**src/rtl/flash_read_ctrl.sv**
```systemverilog
// flash_read_ctrl: serves single-byte lookups by issuing SPI NOR READ (0x03) transactions in mode 0
// clk, rst        : system clock, synchronous active-high reset
// fd_valid        : request level from the initiator
// fd_address      : 24-bit byte address of the request
// fd, fd_ready    : returned byte and its valid flag (level handshake)
// spi_cs_n        : flash chip select, active low
// spi_sck         : SPI clock, idles low
// spi_mosi        : command/address out
// spi_miso        : data in
module flash_read_ctrl #(
   parameter int         CLK_DIV  = 2,
   parameter logic [7:0] READ_CMD = 8'h03
) (
   input  logic        clk,
   input  logic        rst,
   input  logic        fd_valid,
   input  logic [23:0] fd_address,
   output logic [7:0]  fd,
   output logic        fd_ready,
   output logic        spi_cs_n,
   output logic        spi_sck,
   output logic        spi_mosi,
   input  logic        spi_miso
);
   typedef enum logic [2:0] {IDLE, CS_SETUP, SHIFT, CS_HOLD, DONE} state_t;
   localparam logic [7:0] DIV    = 8'(CLK_DIV);
   localparam logic [7:0] DIV_M1 = 8'(CLK_DIV - 1);
   state_t      state_q;
   logic [23:0] addr_q;
   logic [39:0] tx_q;
   logic [7:0]  rx_q;
   logic [7:0]  cnt_q;
   logic [7:0]  gap_q;
   logic [5:0]  bit_q;
   logic [7:0]  fd_q;
   logic        rdy_q;
   logic        cs_n_q;
   logic        sck_q;
   logic        mosi_q;
   assign fd       = fd_q;
   assign fd_ready = rdy_q;
   assign spi_cs_n = cs_n_q;
   assign spi_sck  = sck_q;
   assign spi_mosi = mosi_q;
   always_ff @(posedge clk) begin
      if (rst) begin
         state_q <= IDLE;
         addr_q  <= '0;
         tx_q    <= '0;
         rx_q    <= '0;
         cnt_q   <= '0;
         gap_q   <= DIV_M1;
         bit_q   <= '0;
         fd_q    <= '0;
         rdy_q   <= 1'b0;
         cs_n_q  <= 1'b1;
         sck_q   <= 1'b0;
         mosi_q  <= 1'b0;
      end else begin
         // gap_q saturates at DIV_M1 once CS has been high for CLK_DIV cycles
         if (cs_n_q && gap_q != DIV_M1) gap_q <= gap_q + 8'd1;
         case (state_q)
            IDLE: if (fd_valid && gap_q == DIV_M1) begin
               addr_q  <= fd_address;
               tx_q    <= {READ_CMD, fd_address, 8'h00};
               mosi_q  <= READ_CMD[7];
               cs_n_q  <= 1'b0;
               cnt_q   <= '0;
               bit_q   <= '0;
               state_q <= CS_SETUP;
            end
            CS_SETUP: if (cnt_q == DIV_M1) begin
               cnt_q   <= '0;
               state_q <= SHIFT;
            end else cnt_q <= cnt_q + 8'd1;
            SHIFT: if (cnt_q == DIV_M1) begin
               cnt_q <= '0;
               sck_q <= ~sck_q;
               // rx keeps only the last 8 samples, i.e. the data byte after the address
               if (!sck_q) rx_q <= {rx_q[6:0], spi_miso};
               else begin
                  tx_q   <= {tx_q[38:0], 1'b0};
                  mosi_q <= tx_q[38];
                  bit_q  <= bit_q + 6'd1;
                  if (bit_q == 6'd39) state_q <= CS_HOLD;
               end
            end else cnt_q <= cnt_q + 8'd1;
            CS_HOLD: if (cnt_q == DIV) begin
               fd_q    <= rx_q;
               rdy_q   <= 1'b1;
               cs_n_q  <= 1'b1;
               gap_q   <= '0;
               state_q <= DONE;
            end else cnt_q <= cnt_q + 8'd1;
            DONE: if (!fd_valid || fd_address != addr_q) begin
               rdy_q   <= 1'b0;
               state_q <= IDLE;
            end
            default: state_q <= IDLE;
         endcase
      end
   end
endmodule

```
**config.mk**
```make
export PLATFORM = sky130hd
export DESIGN_NAME = flash_read_ctrl
export DESIGN_NICKNAME = d
export VERILOG_FILES = /design/src/rtl/flash_read_ctrl.sv
export SDC_FILE = /design/constraint.sdc
export NUM_CORES = 1
export LEC_CHECK = 0
export CAP_MARGIN = 25
export CORE_MARGIN = 5
export CORE_UTILIZATION = 25
export DETAILED_ROUTE_END_ITERATION = 8
export PLACE_DENSITY_LB_ADDON = 0.05
export SETUP_SLACK_MARGIN = 0.5
export SLEW_MARGIN = 15
export SYNTH_ARGS = -nofsm -noshare
export SYNTH_HDL_FRONTEND = slang
export SYNTH_SLANG_ARGS = --single-unit
```
**constraint.sdc**
```tcl
create_clock -name clk -period 2.9 [get_ports clk]
set_input_delay 0.435 -clock clk [delete_from_list [all_inputs] [get_ports clk]]
set_output_delay 0.435 -clock clk [all_outputs]
set_load 0.01 [all_outputs]
```
Word-level counts from Yosys, hierarchy flattened
Cells that the tools add are included.
W data, S select, Z words.
{ "classes": {"div": 0, "n_bitwise": 1, "order_cmp": 0, "reduce_logical": 19, "n_eq_ne": 18, "n_shift": 0, "addsub": 3, "mux": 31, "multipliers": 0} }
{ "ops": {"columns": ["operator", "count"], "rows": [
  ["$mux W39", 3],
  ["$pmux W39 S2", 1],
  ["$mux W8", 6],
  ["$ne A24 B24 Y1", 1],
  ["$pmux W8 S3", 1],
  ["$mux W3", 7],
  ["$mux W6", 3],
  ["$add A8 B1 Y8 const B", 2],
  ["$eq A8 B1 Y1 const B", 2],
  ["$ne A2 B2 Y1 const B", 8],
  ["$pmux W3 S5", 1],
  ["$pmux W6 S2", 1],
  ["$reduce_and A3 Y1", 4],
  ["$eq A8 B2 Y1 const B", 1],
  ["$ne A8 B1 Y1 const B", 1],
  ["$reduce_and A7 Y1", 1],
  ["$add A6 B1 Y6 const B", 1],
  ["$eq A3 B2 Y1 const B", 2],
  ["$eq A6 B6 Y1 const B", 1],
  ["$pmux W1 S2", 3],
  ["$reduce_and A2 Y1", 3],
  ["$reduce_bool A2 Y1", 3],
  ["$mux W1", 5],
  ["$reduce_and A4 Y1", 1],
  ["9 further kinds", 10]
]} }
{ "totals": {"inputBits": 28, "word_cells": 84, "latch_bits": 0, "output_inout_bits": 12, "mem_count": 0, "romBits": 0, "ff_bits": 108, "mem_bits_rw": 0} }

Longest topological paths before layout
{ "logic_depth": {"ltp_word": 5, "mapped_depth": 9, "mapped_depth_nobuf": 7} }

Least setup slack after synthesis
Ideal clock, no wire load.
{ "synth_path": {"path_kind": "register -> register", "startpoint": "reg gap_q[0]", "endpoint": "reg bit_q[4]", "period_less_slack_ns": 2.033, "setup_slack_ns": 0.867, "required_time_ns": 2.841, "setup_ns": 0.059, "stages_incl_launch_ff": 8, "arrival_time_ns": 1.974, "cell_sequence": "dfxtp_1 ha_1 nor4bb_1 and3_1 clkbuf_1 a31oi_1 or4_1 nand2_1"} }
{ "synth_between": {"elab_chain_cells": 4} }
{ "synth_rtl": {"columns": ["item", "line_no", "source"], "rows": [
  ["from (decl)", "33", "logic [7:0] gap_q;"],
  ["from (signal assigned)", "61", "if (cs_n_q && gap_q != DIV_M1) gap_q <= gap_q + 8'd1;"],
  ["$eq A8 B1 Y1", "63", "IDLE: if (fd_valid && gap_q == DIV_M1) begin"],
  ["$logic_and A1 B1 Y1", "63", null],
  ["$ne A2 B2 Y1 (no line)", null, null],
  ["$reduce_and A4 Y1 (no line)", null, null],
  ["to (signal assigned)", "84", "bit_q <= bit_q + 6'd1;"],
  ["to (decl)", "34", "logic [5:0] bit_q;"]
]} }
No other way between the ends.
A chain may end at the register's enable or synchronous reset.

Worst setup path after layout
{ "layout_path": {"startpoint": "in fd_valid", "endpoint": "reg state_q[0]"} }
{ "layout_between": {"elab_chain_cells": 4} }
{ "layout_rtl": {"columns": ["item", "line_no", "source"], "rows": [
  ["from (decl)", "16", "input logic fd_valid,"],
  ["$logic_not A1 Y1", "95", "DONE: if (!fd_valid || fd_address != addr_q) begin"],
  ["$logic_or A1 B1 Y1", "95", null],
  ["$ne A2 B2 Y1 (no line)", null, null],
  ["$reduce_and A7 Y1 (no line) *", null, null],
  ["to (signal assigned)", "93", "state_q <= DONE;"],
  ["to (signal assigned)", "97", "state_q <= IDLE;"],
  ["to (signal assigned)", "99", "default: state_q <= IDLE;"],
  ["to (decl)", "28", "state_t state_q;"]
]} }
Mark *: on every way between the ends. The rest lies on a longest branch, timed or not.

==> impl_metrics.toml <==
[run_status]
status = "complete, no violations"

[drt]
vias = 3720
drt_pass1_iterations = 5
antenna_left = 0
viasPerCell = 4.656
drc = 0
first_iter_violations = 230
wl_microns = 12140
routedWlPerCell_microns = 15.19

[timing]
drv_slew = 0
min_period_ns = 2.210
setup_ws_ns = 0.6900
slew_headroom = 0.5937
tns_ns = 0
skew_ns = 0.008764
fin_crit_sh = 0.7621
tightest_slew_ns = 0.6039
setup_viol = 0
clock.fmax_mhz = 452.5
finalHoldViolCount = 0
rsz0062_at_grt = "no"

[global_routing]
grt_pass1_wl_microns = 19840
track_usage = 0.1226
first_global_vias = 3613
grt_max_degree = 40
overflow = 0
antenna_found_initial = 0

[die]
die_w_microns = 144.5
core_region_area_sq_mm = 0.01790
start_util = 0.2526
fp.dieArea_sq_mm = 0.02088
std_cell_rows = 49
fp.dieH_microns = 144.5
io_pins = 40

[critical_path]
crit_path_start_kind = "input pin"
worstSetupEndpointType = "flop"
reg2reg_slack_ns = 0.76
r2r_cells = 6
cp_max_fo = 3
r2r-end = "bit_q[0]"
worstPathRequired_ns = 3.19
critical_path_class = "input pin to flop"
reg2reg_from = "cnt_q[2]"
cp.arrival_ns = 2.50

[hold_path]
min_path_type = "flop to flop"
hp-start = "spi_mosi"
whs_endpoint = "spi_mosi"
worstHoldPathCells = 2

[cts]
htree_levels = 3
cts_tree = "done"
cts_resized = 0
clk_latency_ns = 0.35
cts_buffer_depth = 2
cts_hold_buf = 0
clockRootBuffer = "clkbuf_16"
postCtsSetupBuffers = 0
cts_sinks = 100
numCtsBuffers = 9
path_clk_slew_ns = 0.07

[power]
total_power_mw = 4.222
ir_drop_uv = 294.2
power_density_mw_per_mm2 = 771.5
leakagePower_nw = 1.875

[cells_and_area]
register_area_sq_mm = 0.002002
antenna_cells = 0
design_area_sq_mm = 0.005473
drive_gt1_frac = 0.06842
multi_input_area_sq_mm = 0.002354
nFillCells = 1908
syn_to_final_growth_pct = 21.03
layout.nets = 599

[synthesis]
netlist_area_sq_mm = 0.004522
ys_seq_area_frac = 0.4427
syn_area_per_cell_sq_um = 8.532
synthTopCellsByArea = "dfxtp_1 44%, nand2_1 7.1%, mux2i_1 7.1%"
yosys_warnings = 0
synthFlopType = "dfxtp_1"
yosysTopAreaCell = "dfxtp_1"
async_flop_share = 0
syn_inst = 530
synth_top_cell_area_share = 0.4427
synth_cell_type_count = 46
synth-seq-cells = 100
syn_nets = 564
synth_edf_count = 0

[placement]
placed_area_sq_mm = 0.005191
dpl_worst_slack_ns = 0.2460
place_congestion = 0.7607
hpwlAfterDp_microns = 8349
port_buffers = 39

[job]
cap_violations = 0
==> worst max path at each step <==
| stage | start | to | slack (ns) | cells past startpoint |
|---|---|---|---|---|
| after floorplan | gap_q[0] | bit_q[4] | 0.87 | 7 |
| after global placement | fd_valid | bit_q[3] | 0.29 | 7 |
| after detailed placement | fd_valid | tx_q[11] | 0.25 | 7 |
| after CTS | fd_valid | bit_q[3] | 0.61 | 7 |
| after global routing | fd_valid | cnt_q[5] | 0.51 | 6 |
| final | fd_valid | state_q[0] | 0.69 | 6 |
==> final cells by class <==
class	count	share of cell area
clock buffers	13	0.04572
clock inverters	3	0.003887
inverters	10	0.006859
multi-input cells	389	0.4300
flip-flops and latches	100	0.3658
well taps	229	0.05235
repair buffers	55	0.09534
==> power breakdown <==
part	leakage (nW)	internal (mW)	switching, mW	total [mW]
registers	0.814	1.61	0.184	1.80
logic	0.931	0.526	0.750	1.28
clock network	0.130	0.610	0.541	1.15
total	1.88	2.75	1.47	4.22
==> synth_stat cells (2+ instances only) <==
library cell  count
and3_1            6
nor2_1           49
nand3b_1          2
dfxtp_1         100
a211oi_1         25
nor4_2            2
nor3_1           15
nor4b_1           2
nor4_1            6
a31o_2            2
buf_4             3
mux2i_1          32
ha_1              6
nand4_1          11
or4_1             2
a31oi_1           4
nor2b_1           2
nand2_1          86
o21ai_0           4
or3_1             3
xnor2_1          22
nand3_1          18
clkbuf_1         21
xor2_1           14
a21oi_1          49
nand2b_1          3
buf_2             6
o211ai_1          2
and2_1            7
inv_1            10
==> stage by stage <==
step           hold slack, ns    util  std cells
2_1_floorplan          0.4316       -        530
6_report               0.4550  0.3057        799
4_1_cts                0.4574  0.3051        799
3_3_place_gp           0.4419  0.2900        783
5_1_grt                0.4763  0.3057        799
3_5_place_dp           0.4460  0.2900        783
==> flip-flops by register name (all words and copies together), names as in the netlist, 3 cells and up <==
| register | count |
|---|---|
| rx_q | 8 |
| state_q | 3 |
| gap_q | 8 |
| cnt_q | 8 |
| fd | 8 |
| addr_q | 24 |
| bit_q | 6 |
| tx_q | 31 |
==> layout by cell type (no fill, tap or decap), types with 4 or more instances in the layout <==
cell type          n
mux2i_1           32
xnor2_1           22
nand3_1           18
nor2_1            49
inv_1             10
nor4_1             5
ha_1               6
nor3_1            15
a21oi_1           49
buf_4             14
nand4_1           11
clkdlybuf4s50_1   38
dfxtp_1          100
xor2_1            14
and2_1             7
a31oi_1            4
and3_1             6
nand2_1           86
o21ai_0            4
clkbuf_16          9
a211oi_1          25
==> layer usage <==
metal  part of all wire  GRT usage
met5                  0          0
met4              0.013    0.03731
met3              0.031    0.02943
met2               0.44     0.1868
met1               0.51     0.1718
==> cells by family after synthesis <==
logic type | after synthesis | share of synthesized area
and+or+nand+nor | 220 | 0.2308
DFF | 100 | 0.4427
AOI/OAI and AO/OA | 95 | 0.1312
buffers and inverters | 41 | 0.03819
xor gates and xnor gates | 36 | 0.06973
muxes | 32 | 0.07084
adders and majority gates | 6 | 0.01660
==> critical path, cell delays in order <==
cell and delay (ns):
clkdlybuf4s50_1 0.52, or4bb_1 0.56, or3_1 0.34, a221o_1 0.35, nor3_1 0.17, a31o_1 0.13
Note: power is estimated with default switching activity, not from simulation.
